`src/rtl/hw_qsys_pio_out_gen.sv`:
```
// Avalon-MM output PIO with atomic set/clear/toggle and a registered read path.
// Define HW_QSYS_PIO_BLINK_EN to add per-bit hardware blink with a prescaler.
module hw_qsys_pio_out_gen #(
    parameter int                 DATA_W      = 8,
    parameter int                 PRESCALE_W  = 24,
    parameter logic [DATA_W-1:0]  RESET_VALUE = '0
) (
    input  logic              clk,
    input  logic              reset,
    input  logic [2:0]        address,
    input  logic              chipselect,
    input  logic              read_n,
    input  logic              write_n,
    input  logic [31:0]       writedata,
    output logic [31:0]       readdata,
    output logic [DATA_W-1:0] out_port
);

    logic              wr;
    logic              rd;
    logic [DATA_W-1:0] wd;
    logic [DATA_W-1:0] data_q;
    logic [DATA_W-1:0] data_next;
    logic [DATA_W-1:0] out_next;
    logic [31:0]       rd_val;
    logic              unused_wd;

    assign wr = chipselect & ~write_n;
    assign rd = chipselect & ~read_n;
    assign wd = writedata[DATA_W-1:0];
    assign unused_wd = &{1'b0, writedata};

    always_comb begin
        data_next = data_q;
        if (wr) begin
            case (address)
                3'd0:    data_next = wd;
                3'd4:    data_next = data_q | wd;
                3'd5:    data_next = data_q & ~wd;
                3'd6:    data_next = data_q ^ wd;
                default: data_next = data_q;
            endcase
        end
    end

`ifdef HW_QSYS_PIO_BLINK_EN
    logic [DATA_W-1:0]     mask_q;
    logic [DATA_W-1:0]     mask_next;
    logic [PRESCALE_W-1:0] pre_q;
    logic [PRESCALE_W-1:0] pre_next;
    logic [PRESCALE_W-1:0] cnt_q;
    logic [PRESCALE_W-1:0] cnt_next;
    logic                  phase_q;
    logic                  phase_next;
    logic                  pre_wr;
    logic                  tick;

    assign pre_wr    = wr && (address == 3'd2);
    assign tick      = (cnt_q == pre_q);
    assign mask_next = (wr && address == 3'd1) ? wd : mask_q;
    assign pre_next  = pre_wr ? writedata[PRESCALE_W-1:0] : pre_q;

    // A prescale write restarts the blink cycle and suppresses any tick.
    always_comb begin
        cnt_next   = cnt_q + 1'b1;
        phase_next = phase_q;
        if (pre_wr) begin
            cnt_next   = '0;
            phase_next = 1'b0;
        end else if (tick) begin
            cnt_next   = '0;
            phase_next = ~phase_q;
        end
    end

    assign out_next = data_next ^ (mask_next & {DATA_W{phase_next}});

    always_ff @(posedge clk) begin
        if (reset) begin
            mask_q  <= '0;
            pre_q   <= '0;
            cnt_q   <= '0;
            phase_q <= 1'b0;
        end else begin
            mask_q  <= mask_next;
            pre_q   <= pre_next;
            cnt_q   <= cnt_next;
            phase_q <= phase_next;
        end
    end
`else
    assign out_next = data_next;
`endif

    always_comb begin
        rd_val = '0;
        case (address)
            3'd0:    rd_val = 32'(data_q);
`ifdef HW_QSYS_PIO_BLINK_EN
            3'd1:    rd_val = 32'(mask_q);
            3'd2:    rd_val = 32'(pre_q);
`endif
            3'd3:    rd_val = 32'(out_port);
            default: rd_val = '0;
        endcase
    end

    always_ff @(posedge clk) begin
        if (reset) begin
            data_q   <= RESET_VALUE;
            out_port <= RESET_VALUE;
            readdata <= '0;
        end else begin
            data_q   <= data_next;
            out_port <= out_next;
            if (rd) begin
                readdata <= rd_val;
            end
        end
    end

endmodule

```
`config.mk`:
```
export PLATFORM = sky130hd
export DESIGN_NAME = hw_qsys_pio_out_gen
export DESIGN_NICKNAME = d
export VERILOG_FILES = /design/src/rtl/hw_qsys_pio_out_gen.sv
export SDC_FILE = /design/constraint.sdc
export NUM_CORES = 1
export LEC_CHECK = 0
export CORE_ASPECT_RATIO = 0.9
export CORE_MARGIN = 3
export CORE_UTILIZATION = 31
export DETAILED_ROUTE_END_ITERATION = 7
export GPL_TIMING_DRIVEN = 0
export PLACE_DENSITY = 0.68
export SLEW_MARGIN = 15
export SYNTH_ARGS = -nofsm -noshare
export SYNTH_HDL_FRONTEND = slang
export SYNTH_SLANG_ARGS = --single-unit
```
`constraint.sdc`:
```
create_clock -name clk -period 1.9 [get_ports clk]
set_input_delay 0.19 -clock clk [delete_from_list [all_inputs] [get_ports clk]]
set_output_delay 0.19 -clock clk [all_outputs]
set_load 0.01 [all_outputs]
```
==> metrics.yaml <==
run_status:
  outcome: "finished clean"
power_and_ir_drop:
  internal-power_mw: 0.613
  power_mw: 0.865
  power_frac_seq_pct: 41.7
  netSwitchingFraction_pct: 29.2
  p_per_area_nw_per_um2: 478
  clkPwrFrac_pct: 29.3
  leakagePower_nw: 0.816
  switchingPower_mw: 0.252
  peakVddDrop_uv: 275
  combPwrFrac_pct: 29.0
synth:
  synth_area_sq_um: 1340
  synth_compound_area_share_pct: 20.6
  ys_warn_count: 0
  syn_inst: 166
  synthSimpleGateAreaFrac_pct: 17.5
  synthMuxAreaShare_pct: 0
  avgSynthCellArea_sq_um: 8.06
  ys_ff_latch: 16
  synth_xor_area_share_pct: 0
  synth_top_family_by_area: "buffers and inverters"
  synth_cell_types: 28
  synthAdderAreaFrac_pct: 15.8
  ys_seq_area_share_pct: 23.9
drt:
  via_per_inst: 4.42
  routed_wl_mm: 3.03
  routedWlPerCell_microns: 11.3
  postRouteAntennaNets: 0
  drc: 0
  dr_total_vias: 1184
  drtPass1Iterations: 4
  drt_iter0_drc: 42
grt:
  track_usage_pct: 12.2
  first_global_vias: 1071
  antenna_found_initial: 0
  grt_max_degree: 11
  gr-total-overflow: 0
  grt_pass1_wl_mm: 4.91
floorplan:
  rows: 22
  initial_core_util_pct: 32.4
  die_y_microns: 68.3
  fp.coreArea_sq_um: 4130
  dieArea_sq_um: 5140
  io_pins: 80
  die_w_microns: 75.3
final_layout:
  fillers: 433
  finish.utilization_pct: 43.8
  num-nets-final: 278
  layout.area.seq_sq_um: 320
  diodes: 0
  stdcell_count: 268
  drive_gt1_share_pct: 16.8
  syn_to_final_growth_pct: 35.2
  multi_input_area_sq_um: 815
clock_network:
  post_cts_buffers: 0
  post_cts_resized: 0
  path_clk_slew_ns: 0.06
  htree_levels: 1
  cts.sinks: 16
  clk_root_buffer_cell: "clkbuf_8"
  clockBufferDepth: 2
  postCtsHoldBufs: 0
  clock_latency_ns: 0.25
  cts_tree: "done"
  cts_buffers: 3
worst_setup_path:
  r2r_end: "data_q[1]"
  rrSetupSlack_ns: 0.54
  reg2reg_from: "data_q[1]"
  cp-start-kind: "primary input"
  crit_fanout: 9
  worstPathRequired_ns: 2.06
  path_class: "primary input to flop"
  cp-end-kind: "flop"
  reg2reg_depth: 6
  cp.arrival_ns: 1.91
timing:
  worstMarginPinSlew_ns: 0.517
  holdWs_ns: 0.339
  slew_violations: 0
  final_hold_viol_count: 0
  setup-violations-final: 0
  period_minus_slack_ns: 1.74
  rsz0062_at_grt: "false"
  clock-skew-final_ns: 0.00401
  max_slew_margin_pct: 65.2
  finalCritPeriodShare_pct: 91.7
  timing.fmax_mhz: 574
hold_path:
  min_path_cells: 3
  min_to: "data_q[3]"
  worstHoldStart: "address[2]"
  hp-class: "primary input to flop"
flow_run:
  drv_cap: 0
placed_design:
  dp.cells: 265
  gp_congestion: 0.816
  numPortBuffers: 28
  hpwl_mm: 2.35
[synthesized netlist by cell type, drive strengths merged]
master  number  area, sq um
a211oi       3         22.5
nor4         1         21.3
and2         4         27.5
a21oi       10         50.1
maj3         1         11.3
nor2b        5         31.3
a311oi       8         76.3
nor2         8         30.0
clkbuf       4         15.0
nand2b       9         56.3
dfxtp       16          320
and2b        1         7.51
a32oi        3         26.3
ha          16          200
o21ai        8         40.0
inv         19         71.3
a22oi        8         60.1
conb         1         3.75
buf         28          208
nand2       10         37.5
or2b         3         22.5
[through the flow]
step,area (sq um),setup slack [ns],TNS (ns)
5_1_grt,1810,0.0251,0
2_1_floorplan,1430,0.588,0
6_report,1810,0.158,0
3_5_place_dp,1770,-0.0912,-1.08
4_1_cts,1810,0.160,0
3_3_place_gp,1770,-0.0623,-0.582
[worst max-delay path: stages]
cell and delay (ns):
clkdlybuf4s50_1 0.63, inv_2 0.12, maj3_2 0.41, and2_4 0.20, buf_6 0.13, a311oi_2 0.22
[registers in the layout, indices dropped and copies added, names as in the netlist]
name	cells
readdata	8
data_q	8
[layout by cell type (no fill, tap or decap), types with 2 or more instances in the layout]
cell	synthesis	final
or2b_1	3	3
a32oi_1	3	3
a211oi_1	3	3
nand2_1	10	10
inv_2	2	2
and2_0	3	3
clkbuf_1	4	4
a21oi_1	10	10
a22oi_1	8	8
a311oi_1	7	7
o21ai_0	7	7
dfxtp_1	16	16
buf_4	25	25
clkbuf_8	0	3
inv_1	17	17
conb_1	1	24
nand2b_1	9	9
clkdlybuf4s50_1	0	28
ha_1	16	16
nor2b_1	5	5
nor2_1	8	8
[logic make-up after synthesis]
logic type / Yosys count
buffers and inverters: 51
AND/OR/NAND/NOR: 41
flip-flops: 16
adder cells (fa/ha/maj): 17
AO/OA/AOI/OAI: 40
other: 1
[how the worst max path moves through the flow]
stage,startpoint,to,slack [ns]
floorplan,address[1],data_q[0],0.59
global placement,address[0],data_q[0],-0.06
detailed placement,address[0],data_q[0],-0.09
CTS,address[0],data_q[0],0.16
global route,address[0],data_q[5],0.03
finish,address[0],data_q[0],0.16
[layer usage]
metal / up-vias / track usage, % / wire [microns]
met3: 0 / 3.23 / 215
met2: 40 / 20.4 / 1380
met5: - / 0 / 0
met1: 525 / 16.2 / 1440
met4: 0 / 1.31 / 0
li1: 619 / - / -
[layout make-up]
type                    instances  share of cell area, %
well taps                      48                   3.32
clock buffers                   3                   2.28
inverters                      19                   3.94
plain buffers                  32                   12.3
repair buffers                 28                   15.5
flip-flops and latches         16                   17.7
multi-input cells             122                   45.0
[power groups by stage]
stage | sequential [mW] | combinational [mW] | clock [mW]
2_1_floorplan | 0.370 | 0.167 | 0
3_3_place_gp | 0.369 | 0.244 | 0
3_5_place_dp | 0.369 | 0.248 | 0
4_1_cts | 0.362 | 0.249 | 0.260
5_1_grt | 0.364 | 0.283 | 0.274
6_report | 0.361 | 0.251 | 0.253
No activity file was read; power rests on OpenSTA's default activity.
